`src/rtl/mem_arbiter_pkg.sv`:
```
// Shared FSM encoding and channel identifiers for the memory arbiter.
package mem_arbiter_pkg;
  typedef enum logic [1:0] {
    IDLE    = 2'd0,
    ISSUE   = 2'd1,
    RD_WAIT = 2'd2
  } state_t;

  localparam logic [1:0] CH_INST = 2'd0;
  localparam logic [1:0] CH_DRD  = 2'd1;
  localparam logic [1:0] CH_DWR  = 2'd2;
endpackage

```
`src/rtl/mem_arbiter_slot.sv`:
```
// One-entry request holder: loads on request capture, empties when the bus transaction completes.
module mem_arbiter_slot (
  input  logic        clk,
  input  logic        rst_n,
  input  logic        load,
  input  logic        clear,
  input  logic [31:0] load_addr,
  input  logic [3:0]  load_wstrb,
  input  logic [31:0] load_wdata,
  output logic        valid,
  output logic [31:0] addr,
  output logic [3:0]  wstrb,
  output logic [31:0] wdata
);
  always_ff @(posedge clk or negedge rst_n) begin
    if (!rst_n) begin
      valid <= 1'b0;
      addr  <= '0;
      wstrb <= '0;
      wdata <= '0;
    end else if (load) begin
      valid <= 1'b1;
      addr  <= load_addr;
      wstrb <= load_wstrb;
      wdata <= load_wdata;
    end else if (clear) begin
      valid <= 1'b0;
    end
  end
endmodule

```
`src/rtl/mem_arbiter.sv`:
```
// Merges instruction-read, data-read and data-write channels onto one single-outstanding bus.
module mem_arbiter
  import mem_arbiter_pkg::*;
#(
  parameter bit INST_FIRST = 1'b0
) (
  input  logic        CLK,
  input  logic        RST,
  input  logic        MEM_INST_RDEN,
  input  logic [31:0] MEM_INST_RIADDR,
  output logic [31:0] MEM_INST_ROADDR,
  output logic        MEM_INST_RVALID,
  output logic [31:0] MEM_INST_RDATA,
  input  logic        MEM_DATA_RDEN,
  input  logic [31:0] MEM_DATA_RIADDR,
  output logic [31:0] MEM_DATA_ROADDR,
  output logic        MEM_DATA_RVALID,
  output logic [31:0] MEM_DATA_RDATA,
  input  logic        MEM_DATA_WREN,
  input  logic [3:0]  MEM_DATA_WSTRB,
  input  logic [31:0] MEM_DATA_WADDR,
  input  logic [31:0] MEM_DATA_WDATA,
  output logic        MEM_WAIT,
  output logic        BUS_REQ,
  output logic        BUS_WE,
  output logic [31:0] BUS_ADDR,
  output logic [3:0]  BUS_WSTRB,
  output logic [31:0] BUS_WDATA,
  input  logic        BUS_ACK,
  input  logic        BUS_RVALID,
  input  logic [31:0] BUS_RDATA
);
  state_t      state_q, state_d;
  logic [1:0]  sel_q, sel_d;
  logic        inst_v, drd_v, dwr_v;
  logic [31:0] inst_addr, drd_addr, dwr_addr;
  logic [3:0]  inst_wstrb, drd_wstrb, dwr_wstrb;
  logic [31:0] inst_wdata, drd_wdata, dwr_wdata;
  logic [31:0] sel_addr, sel_wdata;
  logic [3:0]  sel_wstrb;
  logic        capture, sel_we, done_wr, done_rd;

  // Busy flag comes only from registered state so upstream sees no input-to-output path.
  assign MEM_WAIT = inst_v | drd_v | dwr_v | (state_q != IDLE);
  assign capture  = ~MEM_WAIT;
  assign sel_we   = (sel_q == CH_DWR);
  assign done_wr  = (state_q == ISSUE) && BUS_ACK && sel_we;
  assign done_rd  = (state_q == RD_WAIT) && BUS_RVALID;

  mem_arbiter_slot u_inst (
    .clk(CLK), .rst_n(RST), .load(capture & MEM_INST_RDEN),
    .clear(done_rd && sel_q == CH_INST),
    .load_addr(MEM_INST_RIADDR), .load_wstrb(4'd0), .load_wdata(32'd0),
    .valid(inst_v), .addr(inst_addr), .wstrb(inst_wstrb), .wdata(inst_wdata)
  );

  mem_arbiter_slot u_drd (
    .clk(CLK), .rst_n(RST), .load(capture & MEM_DATA_RDEN),
    .clear(done_rd && sel_q == CH_DRD),
    .load_addr(MEM_DATA_RIADDR), .load_wstrb(4'd0), .load_wdata(32'd0),
    .valid(drd_v), .addr(drd_addr), .wstrb(drd_wstrb), .wdata(drd_wdata)
  );

  mem_arbiter_slot u_dwr (
    .clk(CLK), .rst_n(RST), .load(capture & MEM_DATA_WREN),
    .clear(done_wr),
    .load_addr(MEM_DATA_WADDR), .load_wstrb(MEM_DATA_WSTRB), .load_wdata(MEM_DATA_WDATA),
    .valid(dwr_v), .addr(dwr_addr), .wstrb(dwr_wstrb), .wdata(dwr_wdata)
  );

  always_comb begin
    sel_addr  = '0;
    sel_wstrb = '0;
    sel_wdata = '0;
    case (sel_q)
      CH_INST: begin sel_addr = inst_addr; sel_wstrb = inst_wstrb; sel_wdata = inst_wdata; end
      CH_DRD:  begin sel_addr = drd_addr;  sel_wstrb = drd_wstrb;  sel_wdata = drd_wdata;  end
      CH_DWR:  begin sel_addr = dwr_addr;  sel_wstrb = dwr_wstrb;  sel_wdata = dwr_wdata;  end
      default: ;
    endcase
  end

  always_ff @(posedge CLK or negedge RST) begin
    if (!RST) begin
      state_q <= IDLE;
      sel_q   <= CH_INST;
    end else begin
      state_q <= state_d;
      sel_q   <= sel_d;
    end
  end

  always_comb begin
    state_d   = state_q;
    sel_d     = sel_q;
    BUS_REQ   = 1'b0;
    BUS_WE    = 1'b0;
    BUS_ADDR  = '0;
    BUS_WSTRB = '0;
    BUS_WDATA = '0;
    case (state_q)
      IDLE: begin
        if (dwr_v || drd_v || inst_v) state_d = ISSUE;
        // Write always wins so a same-cycle read observes the written data.
        if (dwr_v)                    sel_d = CH_DWR;
        else if (INST_FIRST && inst_v) sel_d = CH_INST;
        else if (drd_v)               sel_d = CH_DRD;
        else if (inst_v)              sel_d = CH_INST;
      end
      ISSUE: begin
        BUS_REQ  = 1'b1;
        BUS_WE   = sel_we;
        BUS_ADDR = sel_addr;
        if (sel_we) begin
          BUS_WSTRB = sel_wstrb;
          BUS_WDATA = sel_wdata;
        end
        if (BUS_ACK) state_d = sel_we ? IDLE : RD_WAIT;
      end
      RD_WAIT: begin
        if (BUS_RVALID) state_d = IDLE;
      end
      default: state_d = IDLE;
    endcase
  end

  always_ff @(posedge CLK or negedge RST) begin
    if (!RST) begin
      MEM_INST_RVALID <= 1'b0;
      MEM_INST_RDATA  <= '0;
      MEM_INST_ROADDR <= '0;
      MEM_DATA_RVALID <= 1'b0;
      MEM_DATA_RDATA  <= '0;
      MEM_DATA_ROADDR <= '0;
    end else begin
      MEM_INST_RVALID <= 1'b0;
      MEM_DATA_RVALID <= 1'b0;
      if (done_rd && sel_q == CH_INST) begin
        MEM_INST_RVALID <= 1'b1;
        MEM_INST_RDATA  <= BUS_RDATA;
        MEM_INST_ROADDR <= sel_addr;
      end
      if (done_rd && sel_q == CH_DRD) begin
        MEM_DATA_RVALID <= 1'b1;
        MEM_DATA_RDATA  <= BUS_RDATA;
        MEM_DATA_ROADDR <= sel_addr;
      end
    end
  end
endmodule

```
`config.mk`:
```
export PLATFORM = sky130hd
export DESIGN_NAME = mem_arbiter
export DESIGN_NICKNAME = d
export VERILOG_FILES = /design/src/rtl/mem_arbiter_pkg.sv /design/src/rtl/mem_arbiter_slot.sv /design/src/rtl/mem_arbiter.sv
export SDC_FILE = /design/constraint.sdc
export NUM_CORES = 1
export LEC_CHECK = 0
export CAP_MARGIN = 20
export CORE_ASPECT_RATIO = 2
export CORE_UTILIZATION = 47
export CTS_CLUSTER_SIZE = 24
export DETAILED_ROUTE_END_ITERATION = 10
export PLACE_DENSITY = 0.85
export SLEW_MARGIN = 10
export SYNTH_ARGS = -nofsm -noshare
export SYNTH_HDL_FRONTEND = slang
export SYNTH_SLANG_ARGS = --single-unit
```
`constraint.sdc`:
```
create_clock -name CLK -period 2.05 [get_ports CLK]
set_input_delay 0.205 -clock CLK [delete_from_list [all_inputs] [get_ports CLK]]
set_output_delay 0.205 -clock CLK [all_outputs]
set_load 0.05 [all_outputs]
```
# Word-level counts from Yosys, hierarchy flattened
# Cells that the tools add are included.
word_totals:
  wordCells: 70
  ff_bits: 269
  inputBits: 171
  out_inout_bits: 201
op_classes:
  n_mux: 24
  reduce_logical: 16
  bitwise: 7
  n_eq_ne: 7
ops:
  columns: ["op", "n"]
  rows:
  - ["32-bit two-way mux", 3]
  - ["32-bit one-hot mux with 3 select lines", 1]
  - ["2-bit two-way mux", 7]
  - ["1-bit two-way mux", 10]
  - ["4-bit two-way mux", 2]
  - ["2-bit nonzero test", 4]
  - ["2-bit inequality test (second input constant)", 3]
  - ["2-bit one-hot mux with 3 select lines", 1]
  - ["1-bit logical AND", 5]
  - ["2-bit by 1-bit == test with 1-bit output (second input constant)", 2]
  - ["2-bit == test (second input constant)", 2]
  - ["2-bit zero test", 2]
  - ["1-bit AND", 3]
  - ["1-bit OR", 3]
  - ["3-bit AND reduction", 1]
  - ["3-bit nonzero test", 1]
  - ["1-bit logical OR", 2]
  - ["2-bit AND reduction", 1]
  - ["1-bit NOT", 1]

# Logic depth before layout (Yosys ltp)
# Gate-level depths: netlist of run 1.
logic_depth:
  ltp_word: 6
  depth_mapped: 6

# Cells and area by module
# Synthesis of run 1 repeated with hierarchy kept, for this count alone.
hier_totals:
  hier_cells: 977
  area_unflattened_um2: 14281.2
by_module_without_submodules:
  columns: ["mod", "cells_each", "instances", "area_each_um2"]
  rows:
  - ["mem_arbiter_slot", 147, 3, 2596.2]
  - ["mem_arbiter", 536, 1, 6492.5]

# Worst setup path after synthesis of run 1
# No wires, ideal clock.
synth_timing:
  path_type: "reg2out"
  from: "reg sel_q[0]"
  to: "out BUS_ADDR[0]"
  path_stages_with_launch: 7
  path_slack_ps: -98
  path_buffers: 3
  t_arrival_ps: 1943
  path_cell_list: "dfrtp_1 > buf_4 > nor2b_1 > clkbuf_1 > clkbuf_1 > nand2_1 > a21oi_1"
synth_between:
  elab_chain_cells: 3
  elab_cells_between_ends: 5
  cone_classes: "2 x eq/ne; 2 x mux; 1 x reduce/logical"
synth_rtl:
  columns: ["item", "line_no", "source"]
  rows:
  - ["start: declaration", "mem_arbiter.sv:34", "logic [1:0] sel_q, sel_d;"]
  - ["start signal: assignment", "mem_arbiter.sv:89", "sel_q <= sel_d;"]
  - ["2-bit == test (tied with other cells)", "mem_arbiter.sv:75", "case (sel_q)"]
  - ["32-bit one-hot mux with 3 select lines (*)", "mem_arbiter.sv:75", null]
  - ["32-bit two-way mux (*)", "mem_arbiter.sv:101", "case (state_q)"]
  - ["end: declaration", "mem_arbiter.sv:26", "output logic [31:0] BUS_ADDR,"]
# Every way passes the cells marked *; elsewhere a longest branch is shown, timed or not.

# Worst setup path after layout of run 1
layout_timing:
  from: "reg sel_q[0]"
  to: "out BUS_ADDR[18]"
# Same word-level chain as after synthesis.

==> metrics.log, run 1 <==
[metrics] root buf cell: sky130_fd_sc_hd__clkbuf_16
[metrics] critical path's largest stage delay: between 0.4 and 0.5 ns
[metrics] Switching Fraction: between 40% and 50%
[metrics] vertical die dimension: between 200 and 250 um
[metrics] Clk Latency, worst-skew pair: 0.53 ns
[metrics] placeable core area: 23,900 sq um
[metrics] via count of the first global-routing pass: approximately 9k
[metrics] sequential-to-total area share from yosys stat: 58.5%
[metrics] count of vias placed by the detailed router: 8,135
[metrics] critical path cell sequence: buf_8 -> buf_12 -> mux2i_4 -> a2bb2oi_1 -> nor2_2 -> buf_12
[metrics] remaining global-route overflow: 0
[metrics] r2r setup slk: around 0.15 ns
[metrics] clock network power share: roughly 15%
[metrics] TritonCTS clock tree: done
[metrics] mean area per synthesized cell: 14.8 sq um
[metrics] fill cell total of the finished layout: 1,368
[metrics] row count: 80
[metrics] violations in the final reports: setup timing
[metrics] unrepaired setup endpoints after global routing: yes
[metrics] WP buf/inv: 3
[metrics] area of all sequential standard cells: 6730 sq um
[metrics] Top-Level Pins: 372
[metrics] CP max-delay cell: sky130_fd_sc_hd__dfrtp_2
[metrics] Critical Path Sink Type: primary output
[metrics] timing-limited maximum frequency: 445 MHz
[metrics] nature of the critical path startpoint: flop
[metrics] category of the most critical setup path: flop to primary output
[metrics] final critical-path share of the clock period: 110%
[metrics] Total Routing Usage GR: between 20 and 30%
[metrics] power density relative to cell area: between 1500 and 2000 nW/um^2
[metrics] number of placed cells counting well taps: 1,415
[metrics] violation count after the first detailed-routing iteration: 364
[metrics] headroom to the max-slew limit: 57.2%
[metrics] critical path depth in cells: 6
[metrics] count of final max-slew check failures: 0
[metrics] footprint of the multi-input gates: roughly 5000 sq um
[metrics] number of flops mapped to enable cells by yosys: 0
[metrics] largest fanout of any net on the critical path: 7
[metrics] CTS clock-pin slew for the worst setup and hold paths: 0.07 ns
[metrics] endpoint of the worst-slack reg-to-reg timing path: MEM_INST_RDATA[2]
[metrics] Psw: 13.9 mW
[metrics] Main synth FF type: sky130_fd_sc_hd__dfrtp_1
[metrics] TritonCTS Buffers: 25
[metrics] number of cells on the worst reg-to-reg path: 4
[metrics] Netlist cell types: 31
[metrics] required time reported for the critical path endpoint: about 1.9 ns
[metrics] Least-Margin Pin Slew: about 0.64 ns
[metrics] largest net degree at the start of global routing: 65
[metrics] initial cell density of the core: just under 50%
[metrics] share of the core filled with cells: 76.1%
[metrics] synthesized flop and latch total: 269
[metrics] Data arrival, critical path: 2.04 ns
[metrics] number of max-capacitance violations reported: 0
[metrics] Via-to-Cell Ratio: 5.45
[metrics] critical path endpoint: BUS_ADDR[18]
[metrics] Syn-to-layout area delta: 58.3%
[metrics] Clock Sinks: 269
[metrics] Crit. Startpoint: sel_q[0]
[metrics] VDD IR max: 1.06 mV
[metrics] Yosys warning count: 0
[metrics] share of synthesized flip-flops with an asynchronous set or reset: 100%
[metrics] pre-CTS setup slack: 0.0250 ns
[metrics] average wire per standard cell: between 20 and 25 um
[metrics] maximum number of buffers from clock root to sink: 3
[metrics] antenna violations before repair: 7
[metrics] Cell Count, Final, Fillers Out: 1,493
[metrics] part of the power in combinational logic: 56.3%
[metrics] synthesized instance count: 779
[metrics] sequential group share of total power: 28.7%
[metrics] final net count: 1,351
[metrics] count of unresolved DRC violations after routing: 0
[metrics] routability cong.: 0.834
[metrics] Lkg Pwr: roughly 8.1 nW
[metrics] start of the worst register-to-register path: state_q[0]
[metrics] number of nets with antenna violations after detailed routing: 0
[metrics] Post-Syn Nets: 950
[metrics] total power draw: 32.6 mW
[metrics] wire length of the first global-routing pass: 53,200 um
[metrics] Detailed Routing Iterations Pass 1: 4
[metrics] path category of the worst min-delay check: input pin to async pin
[metrics] commonest non-fill, non-tap cell in the layout: sky130_fd_sc_hd__clkdlybuf4s50_1
[metrics] internal portion of total power: around 19 mW
[metrics] Most Frequent Cell on Critical Path: sky130_fd_sc_hd__buf_12
[metrics] floorplan die area: between 20,000 and 30,000 sq um
[metrics] synthesized cell area: 11,500 sq um
[metrics] clock tree skew after final layout: 0.0149 ns
[metrics] H-tree depth reported by CTS: 1
[metrics] routed wire length: 35,800 um
[metrics] die outline width: 113 um
[metrics] Port Buf Inserts: 371
[metrics] final hold violations: 0
[metrics] final critical path time including I/O delays and setup: 2.25 ns
[metrics] Final Worst Setup Slack: -0.197 ns
[metrics] run status: complete, but fails checks
[metrics] final setup fails: 69
[metrics] setup tns final: -9.02 ns
[metrics] category of cells accounting for the largest share of critical-path delay: buffers and inverters
[metrics] dpl hpwl: 23,700 um
[metrics] most frequent cells in the layout: sky130_fd_sc_hd__clkdlybuf4s50_1 (299), sky130_fd_sc_hd__dfrtp_1 (267), sky130_fd_sc_hd__mux2_2 (218), sky130_fd_sc_hd__buf_12 (85), sky130_fd_sc_hd__mux2_4 (49)
[metrics] fraction of final layout cells sized beyond drive strength 1: between 40% and 50%
-- per-layer routing --
metal / vias to the layer above / global-route usage (%) / routed length, um
li1: 3541 / - / -
met2: 339 / 52.3 / 19500
met5: - / 0 / 0
met1: 4144 / 29.4 / 12200
met4: 0 / 17.8 / 2250
met3: 111 / 4.48 / 1790
-- cells in the mapped netlist, types with 2 or more instances --
library cell,number,area share [%]
sky130_fd_sc_hd__clkbuf_1,16,0.52
sky130_fd_sc_hd__mux2_2,218,21
sky130_fd_sc_hd__inv_1,5,0.16
sky130_fd_sc_hd__nand2_1,10,0.33
sky130_fd_sc_hd__o21ai_0,4,0.17
sky130_fd_sc_hd__a21oi_1,8,0.35
sky130_fd_sc_hd__nand3_2,3,0.26
sky130_fd_sc_hd__buf_2,20,0.87
sky130_fd_sc_hd__nor2_1,48,1.6
sky130_fd_sc_hd__buf_6,11,1.1
sky130_fd_sc_hd__or2_2,8,0.44
sky130_fd_sc_hd__nand2b_1,2,0.11
sky130_fd_sc_hd__dfrtp_1,269,59
sky130_fd_sc_hd__buf_4,2,0.13
sky130_fd_sc_hd__mux2_4,49,6.4
sky130_fd_sc_hd__a2bb2oi_1,24,1.8
sky130_fd_sc_hd__mux2i_1,32,2.8
sky130_fd_sc_hd__and2_1,37,2.0
-- worst min path at each step --
stage | start | end | slack [ns]
2_1_floorplan | RST | MEM_DATA_RDATA[0] | -0.09
3_3_place_gp | RST | MEM_DATA_RDATA[10] | 0.19
3_5_place_dp | RST | MEM_DATA_RDATA[11] | 0.19
4_1_cts | RST | MEM_DATA_RDATA[11] | 0.21
5_1_grt | RST | MEM_DATA_RDATA[11] | 0.25
6_report | RST | MEM_DATA_RDATA[11] | 0.20
-- power by group through the flow --
| stage | Sequential, mW | Clock [mW] | Combinational, mW |
|---|---|---|---|
| after CTS | 9.26 | 4.97 | 17.9 |
| after global routing | 9.63 | 5.16 | 19.0 |
| final | 9.37 | 4.89 | 18.3 |
| after floorplan | 12.6 | 0 | 6.37 |
| after detailed placement | 9.16 | 0 | 16.4 |
| after global placement | 9.00 | 0 | 16.2 |
-- flip-flops by register name (all words and copies together), names as in the netlist, 2 cells and up --
name	cells
sel_q	2
u_dwr.wstrb	4
MEM_INST_ROADDR	32
u_dwr.wdata	32
u_drd.addr	32
MEM_INST_RDATA	32
u_inst.addr	32
u_dwr.addr	32
MEM_DATA_RDATA	32
MEM_DATA_ROADDR	32
state_q	2
-- worst reg2reg max path, stage by stage (launching register included) --
cell                       delay [ns]
sky130_fd_sc_hd__dfrtp_1         0.47
sky130_fd_sc_hd__and4bb_1        0.38
sky130_fd_sc_hd__nor2b_4         0.28
sky130_fd_sc_hd__buf_4           0.29
sky130_fd_sc_hd__mux2_2          0.36
-- logic make-up after synthesis --
logic type | count (synthesis) | synth area share [%]
and+or+nand+nor | 115 | 5.40
AOI/OAI and AO/OA | 41 | 2.74
muxes | 299 | 30.5
buffers and inverters | 55 | 2.80
DFF | 269 | 58.5
-- final cells by class --
cell class / instances / share of cell area (%)
diodes: 7 / 0.0962
well taps: 287 / 1.97
flip-flops and latches: 269 / 37.0
multi-input cells: 455 / 27.8
inverters: 5 / 0.103
clock buffers: 27 / 3.59
repair buffers: 424 / 28.3
clock inverters: 19 / 1.16
-- stage by stage --
| step | hold WS, ns | instance area, sq um |
|---|---|---|
| detailed placement | 0.185 | 16400 |
| finish | 0.204 | 18200 |
| global route | 0.250 | 18200 |
| CTS | 0.207 | 17900 |
| floorplan | -0.0906 | 11500 |
| global placement | 0.186 | 16400 |
-- timing repair --
action                                  CTS  global route
gates cloned                              5             3
hold buffers                              1             0
pin swaps                                14            12
endpoints found under the hold margin    57             0
buffers inserted                         12             6
gates resized for setup                 108            35
endpoints found under the setup margin   70            69
Note: power is estimated with default switching activity, not from simulation.
==> run 2: changes to the inputs <==
- CORE_MARGIN: unset -> 2
==> metrics.log, run 2 (synthesized netlist as in run 1, its figures left out) <==
[metrics] internal portion of total power: 17.8 mW (-5.0%)
[metrics] number of nets with antenna violations after detailed routing: 0 (unchanged)
[metrics] sequential group share of total power: 29.9% (+1.2 points)
[metrics] unrepaired setup endpoints after global routing: yes
[metrics] count of unresolved DRC violations after routing: 0 (unchanged)
[metrics] die outline width: 115 um (+1.8%)
[metrics] nature of the critical path startpoint: flop
[metrics] clock network power share: 14.3% (-0.7 points)
[metrics] Switching Fraction: 42.6% (about the same)
[metrics] Critical Path Sink Type: primary output
[metrics] Clock Sinks: 269 (unchanged)
[metrics] endpoint of the worst-slack reg-to-reg timing path: MEM_INST_ROADDR[24]
[metrics] Worst Hold Margin: 0.129 ns (-0.0748 ns)
[metrics] final net count: 1,338 (-0.96%)
[metrics] final design area excluding fillers: 17,600 sq um (-3.1%)
[metrics] Syn-to-layout area delta: 53.4%
[metrics] path category of the worst min-delay check: input pin to async pin
[metrics] fill cell total of the finished layout: 1,506 (+10%)
[metrics] H-tree depth reported by CTS: 1 (unchanged)
[metrics] Detailed Routing Iterations Pass 1: 4 (unchanged)
[metrics] headroom to the max-slew limit: 62.3% (+5.1 points)
[metrics] average wire per standard cell: 22.6 um (-5.5%)
[metrics] fraction of final layout cells sized beyond drive strength 1: 43.1% (-3.8 points)
[metrics] CTS clock-pin slew for the worst setup and hold paths: 0.07 ns (about the same)
[metrics] Port Buf Inserts: 371 (unchanged)
[metrics] Psw: 13.2 mW (-4.9%)
[metrics] Cell Count, Final, Fillers Out: 1,475 (-1.2%)
[metrics] largest net degree at the start of global routing: 82 (+26%)
[metrics] VDD IR max: 1.16 mV (+9.2%)
[metrics] area of all sequential standard cells: 6740 sq um (about the same)
[metrics] timing-limited maximum frequency: 443 MHz (-0.45%)
[metrics] run status: complete, but fails checks
[metrics] Least-Margin Pin Slew: 0.564 ns (-0.0757 ns)
[metrics] dpl hpwl: 23,100 um (-2.5%)
[metrics] final critical-path share of the clock period: 110% (+0.50 points)
[metrics] violations in the final reports: setup timing
[metrics] final setup fails: 69 (unchanged)
[metrics] share of the core filled with cells: 72.8% (-3.3 points)
[metrics] placeable core area: 24,200 sq um (+1.3%)
[metrics] clock tree skew after final layout: 0.00910 ns (-0.00579 ns)
[metrics] category of the most critical setup path: flop to primary output
[metrics] commonest non-fill, non-tap cell in the layout: sky130_fd_sc_hd__clkdlybuf4s50_1
[metrics] Final Worst Setup Slack: -0.207 ns (-0.0102 ns)
[metrics] final hold violations: 0 (unchanged)
[metrics] count of vias placed by the detailed router: 7,963 (-2.1%)
[metrics] Lkg Pwr: 7.93 nW (-2.0%)
[metrics] routability cong.: 0.825 (-1.0%)
[metrics] violation count after the first detailed-routing iteration: 294 (-19%)
[metrics] number of max-capacitance violations reported: 0 (unchanged)
[metrics] r2r setup slk: 0.07 ns (-0.08 ns)
[metrics] number of placed cells counting well taps: 1,417 (+0.14%)
[metrics] maximum number of buffers from clock root to sink: 3 (unchanged)
[metrics] Data arrival, critical path: 2.05 ns (about the same)
[metrics] via count of the first global-routing pass: 8,897 (-2.2%)
[metrics] Clk Latency, worst-skew pair: 0.53 ns (about the same)
[metrics] largest fanout of any net on the critical path: 10 (+3)
[metrics] vertical die dimension: 225 um (+0.90%)
[metrics] row count: 81 (+1.3%)
[metrics] antenna violations before repair: 1 (-6)
[metrics] wire length of the first global-routing pass: 50,400 um (-5.4%)
[metrics] footprint of the multi-input gates: 4780 sq um (-5.4%)
[metrics] area post-placement: 16,400 sq um (about the same)
[metrics] most frequent cells in the layout: sky130_fd_sc_hd__clkdlybuf4s50_1 (299), sky130_fd_sc_hd__dfrtp_1 (266), sky130_fd_sc_hd__mux2_2 (218), sky130_fd_sc_hd__buf_12 (86), sky130_fd_sc_hd__mux2_4 (49)
[metrics] floorplan die area: 25,800 sq um (+2.7%)
[metrics] count of final max-slew check failures: 0 (unchanged)
[metrics] initial cell density of the core: 47.5% (-0.59 points)
[metrics] Top-Level Pins: 372 (unchanged)
[metrics] TritonCTS Buffers: 25 (unchanged)
[metrics] required time reported for the critical path endpoint: 1.85 ns (about the same)
[metrics] remaining global-route overflow: 0 (unchanged)
[metrics] Total Routing Usage GR: 25.3% (-3.0 points)
[metrics] start of the worst register-to-register path: sel_q[1]
[metrics] root buf cell: sky130_fd_sc_hd__clkbuf_16
[metrics] routed wire length: 33,400 um (-6.6%)
[metrics] TritonCTS clock tree: done
[metrics] part of the power in combinational logic: 55.8% (-0.5 points)
[metrics] power density relative to cell area: 1760 nW/um^2 (-1.9%)
[metrics] Via-to-Cell Ratio: 5.40 (-0.92%)
[metrics] number of cells on the worst reg-to-reg path: 6 (+2)
[metrics] final critical path time including I/O delays and setup: 2.26 ns (+0.0102 ns)
[run 2: what timing repair did]
action,CTS,global route
setup buffers,2,7
endpoints found under the hold margin,269,0
cloned,0,3
endpoints found under the setup margin,69,70
pin swaps,6,9
hold buffers,1,0
resized for setup,30,52
[run 2: metal layers]
layer,vias up,global-route usage (%),part of all wire (%)
li1,3502,-,-
met1,4005,29.3,36
met2,376,42.8,51
met3,80,8.55,9.8
met4,0,10.0,3.9
met5,-,0,0
[run 2: worst max-delay path by stage]
stage	from	slack [ns]	endpoint
after floorplan	sel_q[0]	0.02	BUS_ADDR[10]
after global placement	BUS_RVALID	0.13	MEM_INST_RDATA[1]
after detailed placement	BUS_RVALID	0.14	MEM_INST_RDATA[31]
after CTS	sel_q[0]	-0.22	BUS_ADDR[24]
after global routing	sel_q[0]	-0.26	BUS_ADDR[3]
final	sel_q[0]	-0.21	BUS_WDATA[0]
[run 2: power groups by stage]
| stage | registers [mW] | logic, mW | clock network, mW |
|---|---|---|---|
| floorplan | 12.6 | 6.37 | 0 |
| global placement | 9.05 | 16.2 | 0 |
| detailed placement | 9.22 | 16.4 | 0 |
| CTS | 9.18 | 16.8 | 4.54 |
| global route | 9.55 | 18.0 | 4.74 |
| finish | 9.27 | 17.3 | 4.44 |
[run 2: final cells by class]
type	count	area share [%]
antenna	1	0.0142
sequential	269	38.2
timing repair buffer	411	28.2
inverter	5	0.106
tap	290	2.06
multi-input combinational	455	27.1
clock inverter	11	0.497
clock buffer	33	3.83
[run 2: metrics by stage]
step | total power, mW | setup WS [ns] | TNS, ns
after floorplan | 19.0 | 0.0204 | 0
after global placement | 25.2 | 0.130 | 0
after detailed placement | 25.7 | 0.138 | 0
after CTS | 30.5 | -0.218 | -11.63
after global routing | 32.3 | -0.259 | -13.36
final | 31.0 | -0.207 | -9.55
[run 2: critical path, stage by stage, from the launching register on]
cell                        delay (ns)
sky130_fd_sc_hd__dfrtp_2          0.44
sky130_fd_sc_hd__buf_12           0.15
sky130_fd_sc_hd__and4bb_4         0.40
sky130_fd_sc_hd__clkbuf_16        0.20
sky130_fd_sc_hd__and2_1           0.18
sky130_fd_sc_hd__buf_12           0.15
==> run 3: changes to the inputs <==
- PLACE_DENSITY: 0.85 -> unset
- PLACE_DENSITY_LB_ADDON: unset -> 0.15
==> metrics.log, run 3 (synthesized netlist as in run 1, its figures left out) <==
[metrics] run status: complete, but fails checks
[metrics] violations in the final reports: setup timing
[metrics] count of unresolved DRC violations after routing: 0 (unchanged)
[metrics] root buf cell: sky130_fd_sc_hd__clkbuf_16
[metrics] Clk Latency, worst-skew pair: 0.52 ns (about the same)
[metrics] Clock Sinks: 269 (unchanged)
[metrics] Total Routing Usage GR: 24.1% (-1.3 points)
[metrics] Final Worst Setup Slack: -0.145 ns (+0.0623 ns)
[metrics] placeable core area: 24,200 sq um (unchanged)
[metrics] category of the most critical setup path: flop to primary output
[metrics] final net count: 1,340 (+0.15%)
[metrics] floorplan die area: 25,800 sq um (unchanged)
[metrics] headroom to the max-slew limit: 61.5% (-0.85 points)
[metrics] final setup fails: 68 (-1.4%)
[metrics] Most Frequent Cell on Critical Path: sky130_fd_sc_hd__buf_12
[metrics] footprint of the multi-input gates: 4790 sq um (+0.16%)
[metrics] number of placed cells counting well taps: 1,420 (+0.21%)
[metrics] violation count after the first detailed-routing iteration: 385 (+31%)
[metrics] TritonCTS Buffers: 24 (-4.0%)
[metrics] most frequent cells in the layout: sky130_fd_sc_hd__clkdlybuf4s50_1 (299), sky130_fd_sc_hd__dfrtp_1 (267), sky130_fd_sc_hd__mux2_2 (218), sky130_fd_sc_hd__buf_12 (88), sky130_fd_sc_hd__mux2_4 (49)
[metrics] unrepaired setup endpoints after global routing: yes
[metrics] row count: 81 (unchanged)
[metrics] path category of the worst min-delay check: input pin to async pin
[metrics] largest net degree at the start of global routing: 70 (-15%)
[metrics] Data arrival, critical path: 1.99 ns (-0.06 ns)
[metrics] via count of the first global-routing pass: 8,458 (-4.9%)
[metrics] Lkg Pwr: 7.97 nW (+0.48%)
[metrics] CP max-delay cell: sky130_fd_sc_hd__dfrtp_2
[metrics] setup tns final: -6.33 ns (+3.22 ns)
[metrics] routed wire length: 31,500 um (-5.5%)
[metrics] area post-placement: 16,400 sq um (+0.15%)
[metrics] maximum number of buffers from clock root to sink: 3 (unchanged)
[metrics] timing-limited maximum frequency: 456 MHz (+2.8%)
[metrics] fill cell total of the finished layout: 1,660 (+10%)
[metrics] H-tree depth reported by CTS: 1 (unchanged)
[metrics] clock tree skew after final layout: 0.0105 ns (+0.00135 ns)
[metrics] pre-CTS setup slack: 0.0893 ns (-0.0483 ns)
[metrics] routability cong.: 0.797 (-3.4%)
[metrics] Critical Path Sink Type: primary output
[metrics] TritonCTS clock tree: done
[metrics] largest fanout of any net on the critical path: 10 (unchanged)
[metrics] Port Buf Inserts: 371 (unchanged)
[metrics] Top-Level Pins: 372 (unchanged)
[metrics] Least-Margin Pin Slew: 0.576 ns (+0.0127 ns)
[metrics] commonest non-fill, non-tap cell in the layout: sky130_fd_sc_hd__clkdlybuf4s50_1
[metrics] number of nets with antenna violations after detailed routing: 0 (unchanged)
[metrics] critical path's largest stage delay: 0.50 ns (+0.06 ns)
[metrics] final design area excluding fillers: 17,700 sq um (+0.28%)
[metrics] VDD IR max: 1.20 mV (+3.6%)
[metrics] count of vias placed by the detailed router: 7,784 (-2.2%)
[metrics] number of max-capacitance violations reported: 0 (unchanged)
[metrics] fraction of final layout cells sized beyond drive strength 1: 43.0% (-0.12 points)
[metrics] Syn-to-layout area delta: 53.8%
[metrics] required time reported for the critical path endpoint: 1.85 ns (about the same)
[metrics] Cell Count, Final, Fillers Out: 1,476 (+0.068%)
[metrics] die outline width: 115 um (unchanged)
[metrics] wire length of the first global-routing pass: 48,100 um (-4.5%)
[metrics] nature of the critical path startpoint: flop
[metrics] area of all sequential standard cells: 6730 sq um (about the same)
[metrics] initial cell density of the core: 47.5% (unchanged)
[metrics] antenna violations before repair: 1 (unchanged)
[metrics] final critical-path share of the clock period: 107% (-3.0 points)
[metrics] count of final max-slew check failures: 0 (unchanged)
[metrics] Worst Hold Margin: 0.256 ns (+0.127 ns)
[metrics] power density relative to cell area: 1740 nW/um^2 (-0.78%)
[metrics] CTS clock-pin slew for the worst setup and hold paths: 0.07 ns (about the same)
[metrics] critical path cell sequence: buf_12 -> mux2i_2 -> a2bb2oi_1 -> nor2_1 -> buf_12
[metrics] vertical die dimension: 225 um (unchanged)
[metrics] average wire per standard cell: 21.4 um (-5.6%)
[metrics] remaining global-route overflow: 0 (unchanged)
[metrics] Detailed Routing Iterations Pass 1: 4 (unchanged)
[metrics] final critical path time including I/O delays and setup: 2.19 ns (-0.0623 ns)
[metrics] Via-to-Cell Ratio: 5.27 (-2.3%)
[metrics] final hold violations: 0 (unchanged)
[metrics] dpl hpwl: 22,200 um (-3.8%)
## run 3: changes by cell type in the layout (fill, tap and decap cells not counted), moves of 7 or more
cell                      before  now
sky130_fd_sc_hd__mux2i_2       7   15
sky130_fd_sc_hd__nor2_1       34   46
sky130_fd_sc_hd__nor2_2       13    2
sky130_fd_sc_hd__mux2i_1      21   14
## run 3: metal layers
layer | global-route usage (%) | vias to the layer above | part of all wire, %
met5 | 0 | - | 0
li1 | - | 3508 | -
met3 | 7.58 | 40 | 8.5
met1 | 28.5 | 3956 | 37
met2 | 41.8 | 280 | 52
met4 | 6.65 | 0 | 2.1
## run 3: critical path: cells and delay by family, from the launching register on
| family | cells | cell delay, ns |
|---|---|---|
| AO/OA/AOI/OAI | 1 | 0.20 |
| flip-flops | 1 | 0.50 |
| multiplexers | 1 | 0.28 |
| AND/OR/NAND/NOR | 1 | 0.09 |
| buffers and inverters | 2 | 0.38 |
## run 3: path summary, 6_finish.rpt
path | start | to | slack (ns) | cells past startpoint
worst max-delay path | sel_q[0] | BUS_ADDR[7] | -0.14 | 5
worst min-delay path | RST | MEM_INST_RDATA[27] | 0.26 | 2
worst max register to register | state_q[0] | MEM_INST_RDATA[10] | 0.16 | 4
worst min register to register | u_dwr.wdata[2] | u_dwr.wdata[2] | 0.50 | 1
max in group asynchronous | RST | MEM_DATA_RDATA[24] | 1.09 | 3
min in group CLK | MEM_INST_RIADDR[16] | u_inst.addr[16] | 0.29 | 2
## run 3: final cells by class
class	instances	share of cell area, %
flip-flops and latches	269	38.1
well taps	290	2.05
clock buffers	34	4.07
inverters	5	0.106
repair buffers	414	28.2
clock inverters	8	0.403
multi-input cells	455	27.1
diodes	1	0.0141
## run 3: through the flow
stage,power [mW],utilization (%)
finish,30.8,73.0
global route,32.2,73.0
CTS,30.4,71.7
detailed placement,25.5,67.9
global placement,25.1,67.9
floorplan,19.0,-
## run 3: report_power, final
part           internal [mW]  total, mW  switching, mW  leakage, nW
Sequential              7.65       9.19           1.55         3.47
Combinational           7.74       17.1           9.41         4.11
Clock                   2.57       4.50           1.93        0.393
## run 3: repair_timing
action	4_1_cts	5_1_grt
setup buffers	1	10
pin swaps	1	7
gates cloned	0	1
setup endpoints to repair	70	69
hold buffers	1	0
endpoints found under the hold margin	61	0
gates resized for setup	24	64
==> edit, RTL diff (config.mk and constraints of run 1) <==
Make the reset (`RST` and `rst_n`) synchronous in 3 clocked blocks.
--- a/src/rtl/mem_arbiter_slot.sv
+++ b/src/rtl/mem_arbiter_slot.sv
@@ -14,3 +14,3 @@
 );
-  always_ff @(posedge clk or negedge rst_n) begin
+  always_ff @(posedge clk) begin
     if (!rst_n) begin
--- a/src/rtl/mem_arbiter.sv
+++ b/src/rtl/mem_arbiter.sv
@@ -82,3 +82,3 @@
 
-  always_ff @(posedge CLK or negedge RST) begin
+  always_ff @(posedge CLK) begin
     if (!RST) begin
@@ -126,3 +126,3 @@
 
-  always_ff @(posedge CLK or negedge RST) begin
+  always_ff @(posedge CLK) begin
     if (!RST) begin
Behaviour: differs if RST is asserted again (counterexample within 4 cycles, from zero or initial values and one cycle with RST low); with RST held inactive, the same outputs for 4 cycles.
==> edit against run 1 <==
  * The flow still finishes with violations (negative setup slack)
  * Wire length grew 7.6%
  * Area after synthesis is 0.41% higher
  * Setup slack gained 0.10 ns
  * Via count is 28% higher
  * Cell area is 3.1% lower
  * Global-route usage increased by 0.51 points
  * Sequential cell count unchanged
  * Register-to-register slack better by 0.20 ns
Power is not compared: it rests on default switching activity, and its combinational part moved more than twofold at a synthesized area within 25%.
==> edit: results (changes against run 1) <==
[routing]
drt-total-wl_um=38480  ; +7.6%
wl_per_cell_um=20.18  ; -16%
drt_iter0_drc=518  ; +42%
dr.pass1.iters=5  ; +1
routed_via_density=5.472  ; +0.44%
met3_length_um=2449  ; +37%
wl_met1_um=13500  ; +10%

[synth]
synth_nets=1437  ; +51%
synth-compound-area-share_pct=5.905  ; +3.2 points
synth_cell_type_count=39  ; +26%
synth_ff_type=dfxtp_1
ys_top_cells_by_area=dfxtp_1 47%, mux2i_1 22%, nand2_1 13%, a31o_1 2.4%, clkbuf_1 2.3%
synthMuxAreaShare_pct=22.36  ; -8.2 points
yosysSeqAreaShare_pct=46.64  ; -12 points
synth.avg_cell_area_sq_um=9.121  ; -38%
synth_commonest_cells=395 x nand2_1, 269 x dfxtp_1, 258 x mux2i_1
async_flop_share_pct=0  ; -100 points

[final_layout]
drive_gt1_share_pct=16.64  ; -30 points
fin_area_sq_mm=0.01765  ; -3.1%
num-fill-cells=1562  ; +14%

[placed_design]
place_congestion=0.8330  ; about the same
dp_hpwl_um=26030  ; +9.9%
placed_area_sq_mm=0.01617  ; -1.6%
dp_cells=1833  ; +30%

[critical_path]
slowest_stage=dfxtp_4
reg2reg_to=MEM_DATA_ROADDR[8]$_SDFFE_PN0P_
worstRegToRegCells=5  ; +1
critPathTopFamily=flip-flops
crit_arrival_ns=1.94  ; -0.10 ns

[timing]
finalSetupTns_ns=-2.190  ; +6.829 ns
setup_viol=64  ; -7.2%
setup_slack_ns=-0.09494  ; +0.1020 ns
hold_ws_ns=0.03969  ; -0.1642 ns

[clocking]
cts_setup_buffers=14  ; +2
cts_resized=56  ; -48%

[global_routing]
grt_use_met3_pct=6.223  ; +1.7 points
grt_use_met1_pct=28.04  ; -1.3 points
track_usage_pct=28.82  ; +0.51 points
use_met2_pct=53.31  ; +1.0 points
grt_pass1_vias=10770  ; +18%
grt_pass1_wl_um=56570  ; +6.3%
grt_max_degree=148  ; +130%
antenna_found_initial=3  ; -4

[run_status]
violations=negative setup slack
status=complete, but fails checks

[worst_hold_path]
hold_path.class=input port to flip-flop

edit: cell type report:
type	instances	share of cell area [%]
antenna	3	0.04254
clock inverter	10	0.6806
sequential	269	30.58
inverter	2	0.04254
timing repair buffer	425	29.18
multi-input combinational	878	33.55
tap	287	2.035
clock buffer	33	3.885
edit: worst max-delay path by stage:
stage / startpoint / end / depth (start not counted)
after global routing: sel_q[1]$_SDFFE_PN0P_ / BUS_ADDR[10] / 5
after floorplan: sel_q[1]$_SDFFE_PN0P_ / BUS_ADDR[0] / 6
final: sel_q[1]$_SDFFE_PN0P_ / BUS_ADDR[16] / 5
after global placement: BUS_RVALID / MEM_INST_ROADDR[13]$_SDFFE_PN0P_ / 5
after detailed placement: BUS_RVALID / MEM_DATA_ROADDR[18]$_SDFFE_PN0P_ / 5
after CTS: sel_q[1]$_SDFFE_PN0P_ / BUS_ADDR[2] / 6
edit: power breakdown:
part	internal [mW]	switching [mW]
clock	2.62	2.04
sequential	5.99	0.587
combinational	2.78	3.21
